<file path="config.mk">
export PLATFORM = sky130hd
export DESIGN_NAME = gb_channel_router
export DESIGN_NICKNAME = d
export VERILOG_FILES = /design/src/rtl/gb_channel_router.sv
export SDC_FILE = /design/constraint.sdc
export NUM_CORES = 1
export LEC_CHECK = 0
export CAP_MARGIN = 20
export CORE_UTILIZATION = 25
export DETAILED_ROUTE_END_ITERATION = 10
export PLACE_DENSITY = 0.55
export SYNTH_ARGS = -nofsm -noshare
export SYNTH_HDL_FRONTEND = slang
export SYNTH_SLANG_ARGS = --single-unit
</file>
<file path="constraint.sdc">
create_clock -name gb_clk -period 3.19 [get_ports gb_clk]
set_input_delay 0.638 -clock gb_clk [delete_from_list [all_inputs] [get_ports gb_clk]]
set_output_delay 0.638 -clock gb_clk [all_outputs]
set_load 0.005 [all_outputs]
</file>
<file path="src/rtl/gb_channel_router.sv">
// Purpose: fans one host ghostbus out to NCH equal address windows and holds a 4-word local CSR bank.
// Latency: channel strobes 1 cycle after the host strobe; every read returns RD_LAT+2 cycles after issue.
// Backpressure: none; one access per cycle is accepted and returned in issue order with no stalls.
//
// Ports:
//   gb_clk, gb_rst          clock, synchronous active-high reset
//   gb_addr/gb_wdata        host address and write data
//   gb_wen/gb_rstb          host single-cycle write / read strobes (write wins when both are high)
//   gb_rdata/gb_rvalid      read return data and its one-cycle qualifier
//   ch_addr/ch_wdata        registered window-relative address and write data, shared by all channels
//   ch_we/ch_rstb           per-channel one-hot write / read strobes
//   ch_rdata                channel read data, channel k at [(k+1)*DW-1 -: DW]
module gb_channel_router #(
  parameter int              AW         = 24,
  parameter int              DW         = 32,
  parameter int              NCH        = 4,
  parameter int              CH_AW      = 8,
  parameter logic [AW-1:0]   BASE       = 24'h000100,
  parameter logic [AW-1:0]   LOCAL_BASE = 24'h000000,
  parameter int              RD_LAT     = 2,
  parameter logic [DW-1:0]   MISS_DATA  = 32'hDEADBEEF
) (
  input  logic                gb_clk,
  input  logic                gb_rst,
  input  logic [AW-1:0]       gb_addr,
  input  logic [DW-1:0]       gb_wdata,
  input  logic                gb_wen,
  input  logic                gb_rstb,
  output logic [DW-1:0]       gb_rdata,
  output logic                gb_rvalid,
  output logic [AW-1:0]       ch_addr,
  output logic [DW-1:0]       ch_wdata,
  output logic [NCH-1:0]      ch_we,
  output logic [NCH-1:0]      ch_rstb,
  input  logic [NCH*DW-1:0]   ch_rdata
);

  localparam int              HIW     = AW - CH_AW;
  localparam int              IDXW    = (NCH > 1) ? $clog2(NCH) : 1;
  localparam logic [HIW-1:0]  BASE_HI = BASE[AW-1:CH_AW];
  localparam logic [DW-1:0]   ID_WORD = DW'({8'h47, 8'(NCH), 8'(CH_AW), 8'(RD_LAT)});

  // Local CSR state
  logic [NCH-1:0]  ch_en;
  logic [15:0]     miss_cnt;
  logic [AW-1:0]   miss_addr;

  // Decode
  logic [NCH-1:0]  hit;
  logic [IDXW-1:0] hit_idx;
  logic            local_hit;
  logic            op_wr;
  logic            op_rd;
  logic            any_op;
  logic            miss;
  logic [DW-1:0]   local_rdata;

  // Only enabled windows decode as hits, so a disabled window falls through to miss.
  always_comb begin
    hit     = '0;
    hit_idx = '0;
    for (int k = 0; k < NCH; k++) begin
      if (ch_en[k] && (gb_addr[AW-1:CH_AW] == BASE_HI + HIW'(k))) begin
        hit[k]  = 1'b1;
        hit_idx = IDXW'(k);
      end
    end
  end

  assign local_hit = (gb_addr[AW-1:2] == LOCAL_BASE[AW-1:2]);
  assign op_wr     = gb_wen;
  assign op_rd     = gb_rstb & ~gb_wen;   // a simultaneous read is dropped
  assign any_op    = gb_wen | gb_rstb;
  assign miss      = any_op & ~local_hit & ~(|hit);

  // Snapshot of the CSR bank as it stands in the issue cycle.
  always_comb begin
    local_rdata = '0;
    case (gb_addr[1:0])
      2'd0:    local_rdata = DW'(ch_en);
      2'd1:    local_rdata = DW'(miss_cnt);
      2'd2:    local_rdata = DW'(miss_addr);
      default: local_rdata = ID_WORD;
    endcase
  end

  // CSR bank; a MISS_CNT write takes priority over a concurrent miss increment.
  always_ff @(posedge gb_clk) begin
    if (gb_rst) begin
      ch_en     <= '1;
      miss_cnt  <= '0;
      miss_addr <= '0;
    end else begin
      if (op_wr && local_hit && (gb_addr[1:0] == 2'd0)) begin
        ch_en <= gb_wdata[NCH-1:0];
      end
      if (op_wr && local_hit && (gb_addr[1:0] == 2'd1)) begin
        miss_cnt <= '0;
      end else if (miss && (miss_cnt != 16'hFFFF)) begin
        miss_cnt <= miss_cnt + 16'd1;
      end
      if (miss) begin
        miss_addr <= gb_addr;
      end
    end
  end

  // Issue stage; addr/wdata hold between strobes.
  always_ff @(posedge gb_clk) begin
    if (gb_rst) begin
      ch_addr  <= '0;
      ch_wdata <= '0;
      ch_we    <= '0;
      ch_rstb  <= '0;
    end else begin
      ch_we   <= hit & {NCH{op_wr}};
      ch_rstb <= hit & {NCH{op_rd}};
      if (any_op) begin
        ch_addr  <= {{HIW{1'b0}}, gb_addr[CH_AW-1:0]};
        ch_wdata <= gb_wdata;
      end
    end
  end

  // Read return pipeline: stage j corresponds to cycle T+1+j, so the last
  // stage lines up with the cycle in which channel data is valid.
  logic            p_vld [RD_LAT+1];
  logic            p_ch  [RD_LAT+1];
  logic [IDXW-1:0] p_idx [RD_LAT+1];
  logic [DW-1:0]   p_dat [RD_LAT+1];

  always_ff @(posedge gb_clk) begin
    if (gb_rst) begin
      for (int j = 0; j <= RD_LAT; j++) begin
        p_vld[j] <= 1'b0;
        p_ch[j]  <= 1'b0;
        p_idx[j] <= '0;
        p_dat[j] <= '0;
      end
    end else begin
      p_vld[0] <= op_rd;
      p_ch[0]  <= |hit;
      p_idx[0] <= hit_idx;
      p_dat[0] <= local_hit ? local_rdata : MISS_DATA;
      for (int j = 1; j <= RD_LAT; j++) begin
        p_vld[j] <= p_vld[j-1];
        p_ch[j]  <= p_ch[j-1];
        p_idx[j] <= p_idx[j-1];
        p_dat[j] <= p_dat[j-1];
      end
    end
  end

  logic [DW-1:0] ret_ch_dat;

  always_comb begin
    ret_ch_dat = '0;
    for (int k = 0; k < NCH; k++) begin
      if (p_idx[RD_LAT] == IDXW'(k)) begin
        ret_ch_dat = ch_rdata[k*DW +: DW];
      end
    end
  end

  always_ff @(posedge gb_clk) begin
    if (gb_rst) begin
      gb_rvalid <= 1'b0;
      gb_rdata  <= '0;
    end else begin
      gb_rvalid <= p_vld[RD_LAT];
      if (p_vld[RD_LAT]) begin
        gb_rdata <= p_ch[RD_LAT] ? ret_ch_dat : p_dat[RD_LAT];
      end
    end
  end

endmodule

</file>
# Word level (Yosys, flattened, before mapping)
# Memory sizes are Yosys's and may differ from the RTL's.
# Index checks and enable logic that the tools add are counted.
# totals
reg_bits,125
memories,4
word_cells,87
ram_bits,108
in_bits,188
# classes
eq_ne,10
n_bitwise,21
mux,29
addsub,1
n_reduce_logical,13
# memory_table
name,depth,width,rd,rd_ports_with_merged_regs,wr,line,source
p_dat,3,32,3,0,3,130,logic [DW-1:0] p_dat [RD_LAT+1];
p_idx,3,2,3,0,3,129,logic [IDXW-1:0] p_idx [RD_LAT+1];
p_ch,3,1,3,0,3,128,logic p_ch [RD_LAT+1];
p_vld,3,1,3,0,3,127,logic p_vld [RD_LAT+1];
# op_table
operator,count
two-way mux 32 bit,9
case mux 31 bit (3 select lines),1
equality test 16 x 2 -> 1 bit (second input constant),2
logical NOT 22 bit,1
adder 16 x 1 -> 16 bit (second input constant),1
equality test 16 x 1 -> 1 bit (second input constant),1
equality test 16 x 3 -> 1 bit (second input constant),1
!= test 16 bit (second input constant),1
two-way mux 1 bit,14
bitwise OR 1 bit,13
two-way mux 2 bit,5
AND 4 bit,2
logical AND 1 bit,8
equality test 2 bit (second input constant),3
equality test 2 x 1 -> 1 bit (second input constant),2
logical NOT 2 bit,2
OR reduction 4 bit,1
AND 1 bit,3
NOT 1 bit,3
OR reduction 2 bit,1

# Depth between registers and ports, before layout
# Gate-level depths: netlist of the first run.
# depth
word_depth,7
ltp_mapped,7
depth_no_buf,6

# Least setup slack after synthesis of the first run
# Ideal clock, no wire load.
# synth_timing
kind,input port to flip-flop
startpoint,input port gb_addr[7]
endpoint,register miss_addr[12]
arrival_time_ns,2.375
path_slack_ns,0.683
path_stages,7
cell_sequence,or4_1 > or4_4 > a31o_2 > buf_6 > buf_2 > nand3_1 > a21oi_1
# synth_via
elab_chain_len,4
# synth_rtl
element,line,source
start: declaration,25,"input logic [AW-1:0] gb_addr,"
logical NOT 22 bit,70,assign local_hit = (gb_addr[AW-1:2] == LOCAL_BASE[AW-1:2]);
NOT 1 bit,74,assign miss = any_op & ~local_hit & ~(|hit);
AND 1 bit (2 in series),74,
end signal: assignment,103,miss_addr <= gb_addr;
end: declaration,46,logic [AW-1:0] miss_addr;
# Every way passes these cells.
# A chain may end at the register's enable or synchronous reset.

# Worst setup path after layout of the first run
# layout_timing
startpoint,input port gb_addr[7]
endpoint,register miss_addr[7]
# layout_via
elab_chain_len,4
# layout_rtl
element,line
logical NOT 22 bit,70
NOT 1 bit,74
AND 1 bit (2 in series),74
# Parallel ways exist; a longest one is shown, timed or not.

==> results of run 1 <==
-- cell usage after synthesis (2+ instances only) --
library cell  number
clkbuf_1          55
buf_4             16
a21oi_1          109
nand2_1           93
a211o_1            4
o31ai_1            5
nand2b_1           2
dfxtp_1          218
buf_2              6
nor3_1             6
nor2_1            58
a211oi_1          31
or4_1              7
or3_1             12
nand4_1            7
buf_1              8
inv_1              6
nand3_1           35
nor2b_1           67
or4b_2             2
buf_6              4
nand3b_1           4
a22oi_1           11
o211ai_1           2
nor4_1             4
or2_2              2
mux2i_1           28
and3_1             5
o21ai_1           20
o21ai_0           13
mux2_2             2
mux4_2            32
nand4b_1           2
-- worst reg2reg max path: cells and delay by family (launching register included) --
| kind | cells | cell delay (ns) |
|---|---|---|
| and+or+nand+nor | 4 | 1.61 |
| AOI/OAI and AO/OA | 1 | 0.14 |
| adders and majority gates | 1 | 0.22 |
| DFF | 1 | 0.40 |
-- metal layers --
layer | vias up | global-route usage, %
met3 | 31 | 4.40
met1 | 3326 | 17.6
met5 | - | 0
met4 | 0 | 3.44
met2 | 293 | 21.6
li1 | 3621 | -
-- through the flow --
| step | std cells | worst slack (ns) | power [mW] |
|---|---|---|---|
| finish | 1608 | 0.679 | 6.26 |
| global placement | 1561 | 0.153 | 3.55 |
| floorplan | 908 | 0.683 | 3.16 |
| CTS | 1607 | 0.686 | 6.35 |
| detailed placement | 1561 | 0.128 | 3.55 |
| global route | 1608 | 0.589 | 6.54 |
-- cell type report --
type,count,area share (%)
Clock buffer,36,5.94
Clock inverter,10,0.537
Inverter,6,0.179
Multi-Input combinational cell,595,30.8
Sequential cell,218,34.7
Tap cell,448,4.45
Timing Repair Buffer,295,23.4
-- worst max path at each step --
stage / to / slack, ns / cells after the start
after floorplan: miss_addr[12] / 0.68 / 7
after global placement: miss_addr[4] / 0.15 / 7
after detailed placement: miss_addr[7] / 0.13 / 7
after CTS: miss_addr[7] / 0.69 / 7
after global routing: miss_cnt[5] / 0.59 / 7
final: miss_addr[7] / 0.68 / 7
-- where the power goes --
part	switching [mW]	internal (mW)
Sequential	0.0450	2.82
Combinational	0.240	0.380
Clock	1.14	1.63
Total	1.43	4.84
-- cells by family (layout without fill, tap and decap cells) --
family | after synthesis | after routing | synth area share [%]
and+or+nand+nor | 313 | 313 | 18.3
DFF | 218 | 218 | 50.6
AOI/OAI and AO/OA | 203 | 203 | 13.8
buffers and inverters | 95 | 347 | 5.26
muxes | 62 | 62 | 11.9
adders and majority gates | 1 | 1 | 0.145
other | 1 | 16 | 0.0435
-- registers in the layout (all words and copies together), names as in the netlist --
signal and count:
ch_addr 8, ch_en 4, ch_rstb 4, ch_wdata 32, ch_we 4, gb_rdata 32
gb_rvalid 1, miss_addr 24, miss_cnt 16, p_ch 3, p_dat 81, p_idx 6
p_vld 3
==> impl_metrics.yaml, run 1 <==
clock_network:
  post_cts_buffers: 0
  holdBufCountCts: 0
  cts_sinks: 218
  clockBufferDepth: 3
  root_buffer: "clkbuf_16"
  cts_resized: 0
  numCtsBuffers: 26
  cts_tree: "done"
  htree_levels: 1
  clock_latency_ns: 0.53
  clk_pin_slew_ns: 0.06
power:
  powerDensity_nw_per_um2: 497
  max-vdd-ir-drop_mv: 0.335
  p_leak_nw: 4.43
layout:
  final_util_pct: 37.3
  regArea_um2: 4370
  area_growth_pct: 45.9
  drive_gt1_share_pct: 9.91
  nFillCells: 3387
  multi_input_area_um2: 3870
  num-nets-final: 1331
  n_antenna_cell: 0
  final_common_cell: "clkdlybuf4s50_1"
  mostFrequentLayoutCells: "267 x clkdlybuf4s50_1, 215 x dfxtp_1, 109 x a21oi_1"
  final_area_um2: 12600
place:
  place_area_um2: 11800
  place_congestion: 0.805
  dp_hpwl_um: 17200
  portBuffers: 268
route:
  num_vias: 7271
  wl_met2_um: 10600
  vias_per_cell: 4.52
  drtPass1Iterations: 4
  met3_length_um: 2240
  ant_nets: 0
  avgRoutedWirePerCell_um: 15.2
  drc: 0
  route.top_layer_used: "met4"
  met1Wirelength_um: 11200
  drtIter0Drc: 343
  wl_um: 24400
synth:
  avgSynthCellArea_um2: 9.66
  synth-edff-count: 0
  synth_area_um2: 8630
  yosysWarnings: 0
  synthTopCellsByArea: "dfxtp_1 51%, mux4_2 8.4%, a21oi_1 6.3%, nor2b_1 4.9%, nand2_1 4.0%"
  ys_seq_area_share_pct: 50.6
  synthCells: 893
  async_flop_share_pct: 0
  synth_top_area_cell: "dfxtp_1"
  synth_top_area_share_pct: 50.6
  ys_types: 50
  synth-seq-cells: 218
  ys.flop_type: "dfxtp_1"
timing:
  rsz0062_at_grt: "no"
  min_period_ns: 2.51
  clock_skew_ns: 0.0191
  fin_hold_ws_ns: 0.432
  tightest_slew_ns: 0.971
  slew_headroom_pct: 35.3
  finalSetupViolCount: 0
  hold_viol_final: 0
  final.setup.tns_ns: 0
  slew_violations: 0
  max_clock_freq_mhz: 398
  timing.final.crit_share_pct: 78.7
outcome:
  status: "complete, no violations"
setup_path:
  worstPathMaxFanout: 8
  startpoint_type: "input port"
  slowest_delay_ns: 0.59
  r2r-end: "miss_cnt[14]"
  worstPathRequired_ns: 3.58
  slowest_stage: "or4_1"
  worstPathCellList: "clkdlybuf4s50_1 > or4_1 > or4_4 > a31o_2 > buf_4 > nand3_1 > a21oi_1"
  r2r_slack_ns: 0.76
  arrival_ns: 2.90
  path_buf_inv: 2
  crit_type: "input port to register"
  critPathTopFamily: "simple AND/OR/NAND/NOR gates"
  end_kind: "register"
  crit_start: "gb_addr[7]"
  reg2reg_from: "miss_cnt[0]"
  worst-r2r-cell-count: 6
global_route:
  first_global_vias: 7390
  grt_start_max_net_pins: 110
  antenna_found_initial: 0
  grt_overflow: 0
  grt_usage_pct: 13.6
  grt_pass1_wl_um: 39400
floorplan:
  dieArea_um2: 35300
  num_rows: 67
  io_pins: 285
  coreArea_um2: 33800
  die_h_um: 188
  start_util_pct: 25.5
  die_w_um: 188
flow_run:
  cap_violations: 0
min_path:
  holdPathStages: 1
  holdCritStartpoint: "p_dat[0][21]"
  hp-class: "register to register"
  min_to: "p_dat[0][53]"
Note: power is estimated with default switching activity, not from simulation.
==> inputs of run 2 (changes only) <==
--- a/config.mk
+++ b/config.mk
@@ -8,7 +8,7 @@
 export CAP_MARGIN = 20
 export CORE_UTILIZATION = 25
 export DETAILED_ROUTE_END_ITERATION = 10
-export PLACE_DENSITY = 0.55
+export PLACE_DENSITY = 0.57
 export SYNTH_ARGS = -nofsm -noshare
 export SYNTH_HDL_FRONTEND = slang
 export SYNTH_SLANG_ARGS = --single-unit
==> constraint.sdc (replaced) <==
create_clock -name gb_clk -period 2.2 [get_ports gb_clk]
set_input_delay 0.44 -clock gb_clk [delete_from_list [all_inputs] [get_ports gb_clk]]
set_output_delay 0.44 -clock gb_clk [all_outputs]
set_load 0.005 [all_outputs]
==> run 2 against run 1 <==
Wire length grew 5.5%. Worst setup slack worse by 0.63 ns. Non-clock buffer count increased by 55. Cell area is 4.3% higher. Final cell count increased by 3.5%. Worst hold slack worse by 0.17 ns. First-iteration DRC count fell by 12%. Combinational power is 54% higher. Clock-buffer cell count is 1 lower. Die area stayed put. Register-to-register slack got worse by 0.66 ns. Critical path type unchanged.
==> impl_metrics.yaml, run 2 (same netlist as run 1, synthesis figures left out) <==
outcome:
  status: "complete, no violations"
setup_path:
  slowest_stage: "or4_4"
  worstPathCellList: "dlygate4sd2_1 > or4_4 > or4_4 > a31oi_4 > buf_4 > buf_4 > buf_4 > o21ai_0 > a21oi_1"
  arrival_ns: 2.60
  reg2reg_from: "miss_cnt[1]"
  crit_type: "input port to register"
  r2r_slack_ns: 0.10
  crit_top_cell: "buf_4"
  worst-r2r-cell-count: 7
  startpoint_type: "input port"
  worstPathMaxFanout: 4
  slowest_delay_ns: 0.53
  end_kind: "register"
  r2r-end: "miss_cnt[14]"
  worstPathRequired_ns: 2.65
floorplan:
  dieArea_um2: 35300
  die_h_um: 188
  coreArea_um2: 33800
  io_pins: 285
  die_w_um: 188
  start_util_pct: 25.5
  num_rows: 67
timing:
  slew_violations: 0
  min_period_ns: 2.15
  fin_hold_ws_ns: 0.265
  finalSetupViolCount: 0
  tightest_slew_ns: 0.632
  clock_skew_ns: 0.0119
  timing.final.crit_share_pct: 97.6
  hold_viol_final: 0
  slew_headroom_pct: 57.8
  final.setup.tns_ns: 0
  max_clock_freq_mhz: 466
global_route:
  grt_pass1_wl_um: 40400
  grt_overflow: 0
  first_global_vias: 7559
  grt_usage_pct: 14.1
  antenna_found_initial: 1
  grt_start_max_net_pins: 88
layout:
  drive_gt1_share_pct: 15.0
  final_area_um2: 13100
  num-nets-final: 1386
  largest_reg_flops: 81
  final_common_cell: "clkdlybuf4s50_1"
  n_antenna_cell: 0
  mostFrequentLayoutCells: "263 x clkdlybuf4s50_1, 212 x dfxtp_1, 107 x a21oi_1"
  final_util_pct: 38.9
  largestRegisters: "p_dat x81, ch_wdata x32, gb_rdata x32"
  area_growth_pct: 52.2
  fin_cells: 1665
  regMostFlops: "p_dat"
route:
  wl_um: 25700
  drtPass1Iterations: 7
  drc: 0
  avgRoutedWirePerCell_um: 15.5
  vias_per_cell: 4.53
  num_vias: 7544
  ant_nets: 0
  drtIter0Drc: 302
power:
  max-vdd-ir-drop_mv: 0.545
  p_leak_nw: 4.75
  powerDensity_nw_per_um2: 705
min_path:
  hp-class: "input port to register"
  holdPathStages: 2
  min_to: "ch_wdata[7]"
  holdCritStartpoint: "gb_rst"
clock_network:
  clock_latency_ns: 0.52
  holdBufCountCts: 0
  root_buffer: "clkbuf_16"
  cts_tree: "done"
  htree_levels: 1
  clk_pin_slew_ns: 0.05
  clockBufferDepth: 3
  numCtsBuffers: 26
  cts_sinks: 218
place:
  portBuffers: 268
  dp_hpwl_um: 18100
  place_congestion: 0.814
  place_area_um2: 12200
  placed_cells: 1609
flow_run:
  cap_violations: 0
-- run 2: cell count changes in the layout (fill, tap and decap cells not counted), moves of 3 or more --
cell             change
buf_4               +50
clkdlybuf4s50_1      -4
clkinv_2             +3
dfxtp_1              -3
dfxtp_2              +3
dlygate4sd2_1        +3
or4b_4               +3
-- run 2: timing repair --
item	4_1_cts	5_1_grt
gates resized for setup	5	15
gates cloned	1	1
pin swaps	2	5
setup endpoints to repair	40	9
setup buffers	4	2
-- run 2: area by class of cell --
cell class | count | area [um2]
clock buffer | 35 | 746
timing repair buffer | 350 | 3420
inverter | 6 | 22.5
fill | 3338 | 20600
tap | 448 | 561
clock inverter | 13 | 97.6
multi-input combinational | 595 | 3920
sequential | 218 | 4370
-- run 2: critical path: cells and delay by family --
| family | cells | cell delay, ns |
|---|---|---|
| and+or+nand+nor | 2 | 1.06 |
| AOI/OAI and AO/OA | 3 | 0.45 |
| buffers and inverters | 4 | 0.63 |
-- run 2: worst max path at each step --
| stage | start | endpoint | slack, ns |
|---|---|---|---|
| 2_1_floorplan | gb_addr[7] | miss_addr[12] | -0.05 |
| 3_3_place_gp | gb_addr[7] | miss_cnt[14] | -0.67 |
| 3_5_place_dp | gb_addr[7] | miss_cnt[14] | -0.69 |
| 4_1_cts | miss_cnt[0] | miss_cnt[14] | 0.02 |
| 5_1_grt | miss_cnt[1] | miss_cnt[14] | -0.007 |
| 6_report | gb_addr[8] | miss_addr[3] | 0.05 |
-- run 2: power by group --
part	switching [mW]	internal (mW)	total, mW
logic	0.364	0.591	0.956
registers	0.0587	4.09	4.15
clock network	1.66	2.49	4.15
total	2.08	7.18	9.26
-- run 2: layer usage --
metal	GRT usage [%]	share of wire (%)
met4	4.50	2.4
met3	3.93	7.8
met2	24.7	48
met1	16.4	41
met5	0	0.043
-- run 2: per-stage QoR --
step	power, mW	setup WS [ns]
3_3_place_gp	5.19	-0.671
5_1_grt	9.69	-0.00690
2_1_floorplan	4.58	-0.0512
6_report	9.26	0.0521
4_1_cts	9.42	0.0216
3_5_place_dp	5.20	-0.692
==> inputs of run 3 (changes only) <==
--- a/config.mk
+++ b/config.mk
@@ -9,6 +9,7 @@
 export CORE_UTILIZATION = 25
 export DETAILED_ROUTE_END_ITERATION = 10
 export PLACE_DENSITY = 0.57
+export SLEW_MARGIN = 20
 export SYNTH_ARGS = -nofsm -noshare
 export SYNTH_HDL_FRONTEND = slang
 export SYNTH_SLANG_ARGS = --single-unit
==> results of run 3 <==
No change in the layout: final DEF, timing and power equal those of run 2.
